--- src/rtl/vga_timing_gen.sv ---
// VGA timing and pattern generator: pixel-strobe divider, programmable h/v counters,
// coordinate-based pixel requests and a one-pixel registered output stage.
module vga_timing_gen #(
  parameter int CLK_DIV  = 2,
  parameter int H_ACTIVE = 640,
  parameter int H_FRONT  = 16,
  parameter int H_SYNC   = 96,
  parameter int H_BACK   = 48,
  parameter int V_ACTIVE = 480,
  parameter int V_FRONT  = 10,
  parameter int V_SYNC   = 2,
  parameter int V_BACK   = 29,
  parameter bit HS_POL   = 1'b0,
  parameter bit VS_POL   = 1'b0,
  parameter int NUM_BARS = 5,
  parameter int GRID     = 32
) (
  input  logic                clock,
  input  logic                reset,
  input  logic [1:0]          mode,
  input  logic [NUM_BARS-1:0] highlight,
  input  logic [23:0]         pixel_in,
  output logic                pix_req,
  output logic [11:0]         pix_x,
  output logic [11:0]         pix_y,
  output logic                h_sync,
  output logic                v_sync,
  output logic                vga_blank,
  output logic                vga_clock,
  output logic [7:0]          red,
  output logic [7:0]          green,
  output logic [7:0]          blue,
  output logic                frame_start
);

  localparam int H_TOTAL  = H_ACTIVE + H_FRONT + H_SYNC + H_BACK;
  localparam int V_TOTAL  = V_ACTIVE + V_FRONT + V_SYNC + V_BACK;
  localparam int HS_START = H_ACTIVE + H_FRONT;
  localparam int HS_END   = HS_START + H_SYNC;
  localparam int VS_START = V_ACTIVE + V_FRONT;
  localparam int VS_END   = VS_START + V_SYNC;
  localparam int BAR_W    = H_ACTIVE / NUM_BARS;
  localparam int DIV_W    = (CLK_DIV > 1) ? $clog2(CLK_DIV) : 1;

  logic [DIV_W-1:0] div_q, div_d;
  logic             pe_q, pe_d;
  logic             vclk_q, vclk_d;
  logic [11:0]      h_q, h_d, v_q, v_d;
  logic [11:0]      bar_col_q, bar_col_d;
  logic [4:0]       bar_idx_q, bar_idx_d;
  logic [11:0]      px_q, px_d, py_q, py_d;
  logic [1:0]       mode_q, mode_d, mode_eff;
  logic             hs_q, hs_d, vs_q, vs_d, blank_q, blank_d;
  logic [23:0]      rgb_q, rgb_d;
  logic             active, h_last, v_last;
  logic [15:0]      hl_ext;

  function automatic logic [23:0] bar_colour(input logic [2:0] idx);
    case (idx)
      3'd0:    return 24'hFF0000;
      3'd1:    return 24'hFFA500;
      3'd2:    return 24'hFFFF00;
      3'd3:    return 24'h00FF00;
      3'd4:    return 24'h0000FF;
      3'd5:    return 24'h00FFFF;
      3'd6:    return 24'hFF00FF;
      default: return 24'h808080;
    endcase
  endfunction

  // pe is registered from the next divider value so it stays low while reset is held
  always_comb begin
    div_d  = (pe_q || CLK_DIV == 1) ? '0 : div_q + 1'b1;
    pe_d   = (div_d == DIV_W'(CLK_DIV - 1));
    vclk_d = (div_d >= DIV_W'(CLK_DIV / 2));
  end

  assign h_last      = (h_q == 12'(H_TOTAL - 1));
  assign v_last      = (v_q == 12'(V_TOTAL - 1));
  assign active      = (h_q < 12'(H_ACTIVE)) && (v_q < 12'(V_ACTIVE));
  assign frame_start = pe_q && (h_q == '0) && (v_q == '0);
  assign pix_req     = pe_q && active;
  assign pix_x       = pix_req ? h_q : px_q;
  assign pix_y       = pix_req ? v_q : py_q;
  assign mode_eff    = frame_start ? mode : mode_q;
  assign hl_ext      = 16'(highlight);

  always_comb begin
    h_d       = h_q;
    v_d       = v_q;
    bar_col_d = bar_col_q;
    bar_idx_d = bar_idx_q;
    px_d      = pix_x;
    py_d      = pix_y;
    mode_d    = mode_eff;
    if (pe_q) begin
      h_d = h_last ? '0 : h_q + 1'b1;
      if (h_last) v_d = v_last ? '0 : v_q + 1'b1;
      if (h_last) begin
        bar_col_d = '0;
        bar_idx_d = '0;
      end else if (bar_col_q == 12'(BAR_W - 1)) begin
        bar_col_d = '0;
        if (bar_idx_q < 5'(NUM_BARS)) bar_idx_d = bar_idx_q + 1'b1;
      end else begin
        bar_col_d = bar_col_q + 1'b1;
      end
    end
  end

  always_comb begin
    hs_d    = ((h_q >= 12'(HS_START)) && (h_q < 12'(HS_END))) ? HS_POL : ~HS_POL;
    vs_d    = ((v_q >= 12'(VS_START)) && (v_q < 12'(VS_END))) ? VS_POL : ~VS_POL;
    blank_d = active;
    rgb_d   = '0;
    if (active) begin
      case (mode_eff)
        2'd0: rgb_d = pixel_in;
        2'd1: begin
          if (bar_idx_q < 5'(NUM_BARS))
            rgb_d = hl_ext[bar_idx_q[3:0]] ? 24'hFFFFFF : bar_colour(bar_idx_q[2:0]);
        end
        2'd2: begin
          if (((h_q & 12'(GRID - 1)) == '0) || ((v_q & 12'(GRID - 1)) == '0) ||
              (h_q == 12'(H_ACTIVE - 1)) || (v_q == 12'(V_ACTIVE - 1)))
            rgb_d = 24'hFFFFFF;
        end
        default: rgb_d = '0;
      endcase
    end
  end

  always_ff @(posedge clock or posedge reset) begin
    if (reset) begin
      div_q     <= '0;
      pe_q      <= 1'b0;
      vclk_q    <= 1'b0;
      h_q       <= '0;
      v_q       <= '0;
      bar_col_q <= '0;
      bar_idx_q <= '0;
      px_q      <= '0;
      py_q      <= '0;
      mode_q    <= '0;
      hs_q      <= ~HS_POL;
      vs_q      <= ~VS_POL;
      blank_q   <= 1'b0;
      rgb_q     <= '0;
    end else begin
      div_q     <= div_d;
      pe_q      <= pe_d;
      vclk_q    <= vclk_d;
      h_q       <= h_d;
      v_q       <= v_d;
      bar_col_q <= bar_col_d;
      bar_idx_q <= bar_idx_d;
      px_q      <= px_d;
      py_q      <= py_d;
      mode_q    <= mode_d;
      if (pe_q) begin
        hs_q    <= hs_d;
        vs_q    <= vs_d;
        blank_q <= blank_d;
        rgb_q   <= rgb_d;
      end
    end
  end

  assign h_sync            = hs_q;
  assign v_sync            = vs_q;
  assign vga_blank         = blank_q;
  assign vga_clock         = vclk_q;
  assign {red, green, blue} = rgb_q;

endmodule

--- config.mk ---
export PLATFORM = sky130hd
export DESIGN_NAME = vga_timing_gen
export DESIGN_NICKNAME = d
export VERILOG_FILES = /design/src/rtl/vga_timing_gen.sv
export SDC_FILE = /design/constraint.sdc
export NUM_CORES = 1
export LEC_CHECK = 0
export CORE_MARGIN = 5
export CORE_UTILIZATION = 44
export DETAILED_ROUTE_END_ITERATION = 10
export HOLD_SLACK_MARGIN = 0.08
export PLACE_DENSITY = 0.8
export SYNTH_ARGS = -nofsm -noshare
export SYNTH_HDL_FRONTEND = slang
export SYNTH_SLANG_ARGS = --single-unit
--- constraint.sdc ---
create_clock -name clock -period 5.41 [get_ports clock]
set_input_delay 1.623 -clock clock [delete_from_list [all_inputs] [get_ports clock]]
set_output_delay 1.623 -clock clock [all_outputs]
set_load 0.05 [all_outputs]
Word level (Yosys, flattened, before mapping)
Index checks and enable logic that the tools add are counted.

Flip-flop bits (word level): 96. Bits of input ports: 33. Word-level logic and storage cells: 80. Output and inout port bits: 54.

Add/subtract/negate cells: 5. Reductions and logical operators: 19. Eq/ne operators: 13. Magnitude comparators: 9. Multiplexer cells: 21.

Operators with widths (count): 24-bit one-hot mux with 7 select lines (1); 24-bit 2-to-1 mux (4); 12-bit 2-to-1 mux (6); 24-bit one-hot mux with 3 select lines (1); 12-bit zero test (4); 12-bit by 1-bit adder with 12-bit output, second input constant (3); 12-bit by 10-bit == test with 1-bit output, second input constant (3); 12-bit by 10-bit less-than comparator with 1-bit output, second input constant (2); 12-bit by 9-bit less-than comparator with 1-bit output, second input constant (2); 5-bit 2-to-1 mux (3); 12-bit by 7-bit == test with 1-bit output, second input constant (1); 12-bit by 9-bit == test with 1-bit output, second input constant (1); 12-bit by 10-bit >= comparator with 1-bit output, second input constant (1); 12-bit by 9-bit >= comparator with 1-bit output, second input constant (1); 3-bit == test, second input constant (3); 3-bit by 2-bit == test with 1-bit output, second input constant (2); 1-bit logical AND (6); 5-bit by 1-bit adder with 5-bit output, second input constant (1); 4-bit by 5-bit less-than comparator with 1-bit output, second input constant (1); 5-bit by 3-bit less-than comparator with 1-bit output, second input constant (1); 1-bit binary-select mux with 4-bit select (1); 1-bit 2-to-1 mux (4); 2-bit nonzero test (2); 3-bit by 1-bit == test with 1-bit output, second input constant (1); other kinds (10) (12).

Longest topological paths before layout
Gate-level depths: netlist (run 1).

Depth after elaboration: 7. Mapped depth: 9. Gate-level depth less buffers: 8.

Least setup slack after synthesis (run 1)
OpenSTA, ideal clock, no wires.

Path type: register to output. Start: reg pe_q. End: out pix_x[0]. Cell stages (with the launch flop): 7. Path buffers: 2. Required time: 3.787 ns. Setup slack: 0.975 ns. Arrival time: 2.812 ns. Cell sequence: dfrtp_1 -> nor3b_2 -> nand4_1 -> or2_1 -> clkbuf_1 -> clkbuf_1 -> o21ai_0.

Longest elaborated chain between the ends: 2.

Ends and longest elaborated chain: start: declaration (line 46) `logic pe_q, pe_d;`; start signal: assignment (line 151) `pe_q <= pe_d;`; 1-bit logical AND (line 82) `assign pix_req = pe_q && active;`; 12-bit 2-to-1 mux (line 83) `assign pix_x = pix_req ? h_q : px_q;`; end: declaration (line 24) `output logic [11:0] pix_x,`.

No other way between the ends.

Worst setup path in the final report (run 1)
Start: reg h_q[8]. End: out pix_y[0].

Longest elaborated chain between the ends: 4.

Ends and longest elaborated chain: start: declaration (line 48) `logic [11:0] h_q, h_d, v_q, v_d;`; start signal: assignment (line 138) `h_q <= '0;`; start signal: assignment (line 153) `h_q <= h_d;`; 12-bit by 10-bit less-than comparator with 1-bit output (line 80) `assign active = (h_q < 12'(H_ACTIVE)) && (v_q < 12'(V_ACTIVE));`; 1-bit logical AND (line 80); 1-bit logical AND (line 82); 12-bit 2-to-1 mux (line 84) `assign pix_y = pix_req ? v_q : py_q;`; end: declaration (line 25) `output logic [11:0] pix_y,`.

No other way between the ends.

==> results of run 1 <==
layer usage:
layer  vias to the layer above  routed length (microns)  global-route usage (%)
li1                       1770                        -                       -
met1                      1887                     4920                    24.1
met2                       128                     5510                    29.4
met3                        23                      623                    3.88
met4                         0                      299                    7.37
met5                         -                        0                       0
state kept, by name, summed over array words and instances (netlist names):
register	flops
vga_blank	1
h_sync	1
bar_col_q	12
px_q	12
v_sync	1
h_q	12
bar_idx_q	5
rgb_q	24
mode_q	2
py_q	12
pe_q	1
v_q	12
how the worst max path moves through the flow:
stage	from	endpoint	slack (ns)	depth (start not counted)
3_5_place_dp	h_q[8]$_DFFE_PP0P_	pix_y[0]	0.80	7
5_1_grt	h_q[8]$_DFFE_PP0P_	pix_y[0]	0.15	7
3_3_place_gp	h_q[8]$_DFFE_PP0P_	pix_y[3]	0.97	7
4_1_cts	h_q[8]$_DFFE_PP0P_	pix_y[0]	0.39	7
2_1_floorplan	pe_q$_DFF_PP0_	pix_x[0]	0.97	6
6_report	h_q[8]$_DFFE_PP0P_	pix_y[0]	0.42	7
critical path, cell delays in order, from the launching register on:
cell	delay, ns
dfrtp_1	0.48
nor4b_1	0.52
and2_1	0.21
or2_1	0.41
buf_4	0.33
nand2_1	0.07
o21ai_0	0.12
clkdlybuf4s50_1	0.86
logic make-up (layout without fill, tap and decap cells):
logic type | count (synthesis) | in the layout | synth area share [%]
flops | 95 | 95 | 51.5
xor+xnor | 25 | 25 | 4.74
compound gates | 83 | 83 | 13.9
buf+inv | 46 | 129 | 4.11
simple gates | 188 | 188 | 21.1
mux | 9 | 9 | 2.03
fa+ha+maj | 10 | 10 | 2.71
stage by stage:
stage	instances	utilization, %
after floorplan	456	-
after detailed placement	659	54.3
after global routing	675	56.4
final	675	56.4
after CTS	675	56.4
after global placement	659	54.3
area by class of cell:
type                            instances  area [sq um]
Multi-Input combinational cell        315          2050
Clock inverter                          7          97.6
Tap cell                              136           170
Fill cell                             919          4480
Sequential cell                        95          2380
Inverter                               21          80.1
Timing Repair Buffer                   92           896
Clock buffer                            9           124
synth_stat cells, drive strengths merged, types with 11 or more instances:
master and n:
nor3 13, xor2 11, nor2 38, nand2 67, clkbuf 15, xnor2 14
a221o 21, dfrtp 93, nand3 18, inv 21, o21ai 21, nand4 12
a21oi 13
power by group through the flow:
stage / logic [W] / registers (W) / clock network (W)
after floorplan: 0.0000425 / 0.000809 / 0
after global placement: 0.000173 / 0.000750 / 0
after detailed placement: 0.000175 / 0.000752 / 0
after CTS: 0.000177 / 0.000737 / 0.000523
after global routing: 0.000184 / 0.000740 / 0.000560
final: 0.000174 / 0.000737 / 0.000513
==> results.yml, run 1 <==
yosys:
  syn_area_per_cell_sq_um: 10.1
  synthTopCellsByArea: "dfrtp_1 (50%), nand2_1 (5.4%), a221o_1 (4.5%)"
  synth.distinct_cells: 60
  yosysTopAreaCell: "dfrtp_1"
  synth_edf_count: 0
  synth_nets: 499
  synth-seq-area-share_pct: 51.5
  synth_top_area_share_pct: 50.4
  async_reset_ff_share_pct: 100
  synth_ff_type: "dfrtp_1"
  ys_ff_latch: 95
  synth_area_sq_um: 4620
  synth_warnings: 0
  postSynthCellCount: 456
power_and_ir_drop:
  power.switching_w: 0.000369
  power.density_nw_per_um2: 246
  switching_share_pct: 25.9
  p_int_w: 0.00106
  p_comb_share_pct: 12.2
  power_w: 0.00142
  ir_drop_mv: 0.117
  p_leak_nw: 2.55
  pwr-share-clk_pct: 36.0
  seqPwrFrac_pct: 51.8
timing:
  clock_skew_ns: 0.0129
  drv_slew: 0
  hold_ws_ns: 0.481
  rsz0062_at_grt: "no"
  relSlewSlack_pct: 38.2
  layout_setup_ws_ns: 0.419
  period_needed_ns: 4.99
  fmax_mhz: 200
  setup_viol_count_final: 0
  fin_tns_setup_ns: 0
  tightest_slew_ns: 0.926
  hold_viol_final: 0
  post-route-period-util_pct: 92.3
worst_hold_path:
  hold_depth: 2
  holdPathEnd: "py_q[8]$_DFF_PP0_"
  hold_class: "register to register"
  hp-start: "py_q[8]$_DFF_PP0_"
placed_design:
  dpl-instance-area_sq_um: 5580
  dp_slack_ns: 0.803
  place.gp.congestion: 0.949
  port_buffers: 86
  dp.final_hpwl_microns: 8290
floorplan:
  fp.dieArea_sq_um: 12700
  ios: 87
  start_util_pct: 45.0
  die_h_microns: 112
  rows: 37
  die_w_microns: 112
  coreArea_sq_um: 10300
drt:
  drc: 0
  viasPerCell: 5.64
  dr.pass1.iters: 6
  drt_iter0_drc: 277
  ant_nets: 0
  wirelength_microns: 11400
  wl_per_cell_microns: 16.8
  vias: 3808
cts:
  clk_pin_slew_ns: 0.09
  clkLatencyLatePin_ns: 0.36
  clock_path_buffers: 2
  numCtsBuffers: 9
  clock-sinks: 95
  cts_tree: "done"
  cts-hold-fix-buffers: 0
  cts_setup_buffers: 0
  cts_resized: 0
  clockRootBuffer: "clkbuf_8"
  h-tree-depth: 3
cells_and_area:
  most-common-layout-cells: "dfrtp_1 (93), clkdlybuf4s50_1 (82), nand2_1 (67)"
  insertedDiodeCount: 0
  fin_area_sq_um: 5800
  nets: 577
  area_growth_pct: 25.5
  layout-drive-gt1-share_pct: 8.91
  layout_commonest_cell: "dfrtp_1"
global_routing:
  grt_overflow: 0
  track_usage_pct: 18.3
  first_global_vias: 3792
  grt_pass1_wl_microns: 18900
  antenna_found_initial: 0
  grt_max_degree: 40
status:
  status: "finished, final reports clean"
worst_setup_path:
  critPathKind: "register to output pin"
  crit_fanout: 20
  cp-end-kind: "output pin"
  arrival_ns: 3.37
  rr_startpoint: "h_q[8]$_DFFE_PP0P_"
  r2r-end: "rgb_q[12]$_DFFE_PP0P_"
  reg2reg_depth: 7
  start_kind: "register"
  worstPathRequired_ns: 3.79
  rrSetupSlack_ns: 2.64
job:
  max_cap_viol_count: 0
Note: power is estimated with default switching activity, not from simulation.
==> run 2: changes to the inputs <==
- CORE_ASPECT_RATIO: not set -> 1.5
- SKIP_LAST_GASP: not set -> 1
==> run 2 against run 1 <==
  * Core utilization grew 1.2 points
  * Sequential cell count is the same
  * Clock skew shrank 0.0025 ns
  * Critical path depth is the same
  * Sequential share of layout area shrank 0.51 points
  * Maximum frequency grew 6.6%
  * Power grew 5.8%
  * Sequential power is essentially flat
  * Via count shrank 2.9%
  * Critical path type unchanged
  * Largest cell class unchanged
==> results.yml, run 2 (same netlist as run 1, synthesis figures left out) <==
status:
  status: "finished, final reports clean"
cells_and_area:
  instances_no_fill: 680
  insertedDiodeCount: 0
  largest-register: "rgb_q"
  fill_cells: 884
  area_growth_pct: 27.0
  layout_commonest_cell: "dfrtp_1"
  fin_area_sq_um: 5870
  largest_reg_flops: 24
  nets: 577
  layout-drive-gt1-share_pct: 7.79
  most-common-layout-cells: "dfrtp_1 (93), clkdlybuf4s50_1 (86), nand2_1 (67)"
cts:
  numCtsBuffers: 9
  cts_setup_buffers: 0
  clock_path_buffers: 2
  cts-hold-fix-buffers: 0
  clk_pin_slew_ns: 0.07
  clockRootBuffer: "clkbuf_16"
  clock-sinks: 95
  clkLatencyLatePin_ns: 0.34
  h-tree-depth: 3
  cts_resized: 0
  cts_tree: "done"
worst_setup_path:
  r2r-end: "rgb_q[18]$_DFFE_PP0P_"
  critPathKind: "register to output pin"
  arrival_ns: 3.06
  reg2reg_depth: 9
  worstPathRequired_ns: 3.79
  crit_end: "pix_y[1]"
  crit_fanout: 31
  start_kind: "register"
  rr_startpoint: "h_q[0]$_DFFE_PP0P_"
  cp-end-kind: "output pin"
  cp-startpoint: "h_q[8]$_DFFE_PP0P_"
  rrSetupSlack_ns: 2.86
timing:
  hold_viol_final: 0
  fin_tns_setup_ns: 0
  rsz0062_at_grt: "no"
  drv_slew: 0
  post-route-period-util_pct: 86.5
  relSlewSlack_pct: 40.5
  setup_viol_count_final: 0
  period_needed_ns: 4.68
  tightest_slew_ns: 0.891
  fmax_mhz: 214
  layout_setup_ws_ns: 0.728
  clock_skew_ns: 0.0104
drt:
  wirelength_microns: 11000
  drc: 0
  wl_met1_microns: 4660
  wl_per_cell_microns: 16.1
  top_layer_used: "met4"
  vias: 3697
  ant_nets: 0
  viasPerCell: 5.44
  dr_wl_met2_microns: 5600
  dr.pass1.iters: 4
  dr_wl_met3_microns: 552
  drt_iter0_drc: 152
worst_hold_path:
  hold_class: "register to register"
global_routing:
  grt_overflow: 0
  grt_max_degree: 47
  antenna_found_initial: 0
  first_global_vias: 3810
  track_usage_pct: 18.5
  grt_pass1_wl_microns: 18800
placed_design:
  place.gp.congestion: 0.912
  dp_slack_ns: 1.07
  dpl-instance-area_sq_um: 5590
  port_buffers: 86
  dp.cells: 664
  dp.final_hpwl_microns: 8060
power_and_ir_drop:
  ir_drop_mv: 0.152
  p_leak_nw: 2.57
  power.density_nw_per_um2: 257
floorplan:
  coreArea_sq_um: 10200
  rows: 45
  fp.dieArea_sq_um: 12700
  die_w_microns: 93.7
  die_h_microns: 136
  ios: 87
  start_util_pct: 45.4
job:
  max_cap_viol_count: 0
-- run 2: worst min path at each step --
stage / startpoint / end / slack [ns] / cells after the start
after floorplan: v_q[11]$_DFFE_PP0P_ / v_q[11]$_DFFE_PP0P_ / 0.46 / 1
after global placement: py_q[7]$_DFF_PP0_ / py_q[7]$_DFF_PP0_ / 0.45 / 2
after detailed placement: px_q[5]$_DFF_PP0_ / px_q[5]$_DFF_PP0_ / 0.46 / 2
after CTS: py_q[8]$_DFF_PP0_ / py_q[8]$_DFF_PP0_ / 0.47 / 2
after global routing: px_q[11]$_DFF_PP0_ / px_q[11]$_DFF_PP0_ / 0.51 / 1
final: px_q[5]$_DFF_PP0_ / px_q[5]$_DFF_PP0_ / 0.47 / 2
-- run 2: power breakdown --
group          total, W  internal, W  switching [W]
clock          0.000596     0.000336       0.000260
combinational  0.000173    0.0000678       0.000105
sequential     0.000738     0.000728      0.0000100
-- run 2: through the flow --
| step | power (W) | util, % | hold WS, ns |
|---|---|---|---|
| floorplan | 0.000852 | - | 0.465 |
| detailed placement | 0.000925 | 54.9 | 0.457 |
| global placement | 0.000922 | 54.9 | 0.452 |
| CTS | 0.00152 | 57.6 | 0.475 |
| finish | 0.00151 | 57.6 | 0.470 |
| global route | 0.00156 | 57.6 | 0.509 |
-- run 2: critical path, stage by stage (launching register included) --
cell and delay (ns):
dfrtp_1 0.48, nor4b_1 0.51, and2_1 0.21, or2_1 0.12, buf_4 0.31, nand2_1 0.08
o21ai_0 0.14, clkdlybuf4s50_1 0.87
-- run 2: layout make-up --
| cell class | count | area (sq um) | area share (%) |
|---|---|---|---|
| sequential | 95 | 2380 | 40.5 |
| multi-input combinational | 315 | 2050 | 34.9 |
| clock buffer | 13 | 260 | 4.43 |
| timing repair buffer | 92 | 906 | 15.4 |
| tap | 141 | 176 | 3.00 |
| clock inverter | 3 | 17.5 | 0.298 |
| inverter | 21 | 80.1 | 1.36 |
-- run 2: layer usage --
metal,GRT usage (%),vias to the layer above
met2,31.0,103
met1,23.8,1811
met5,0,-
met4,6.35,0
met3,3.50,9
li1,-,1774
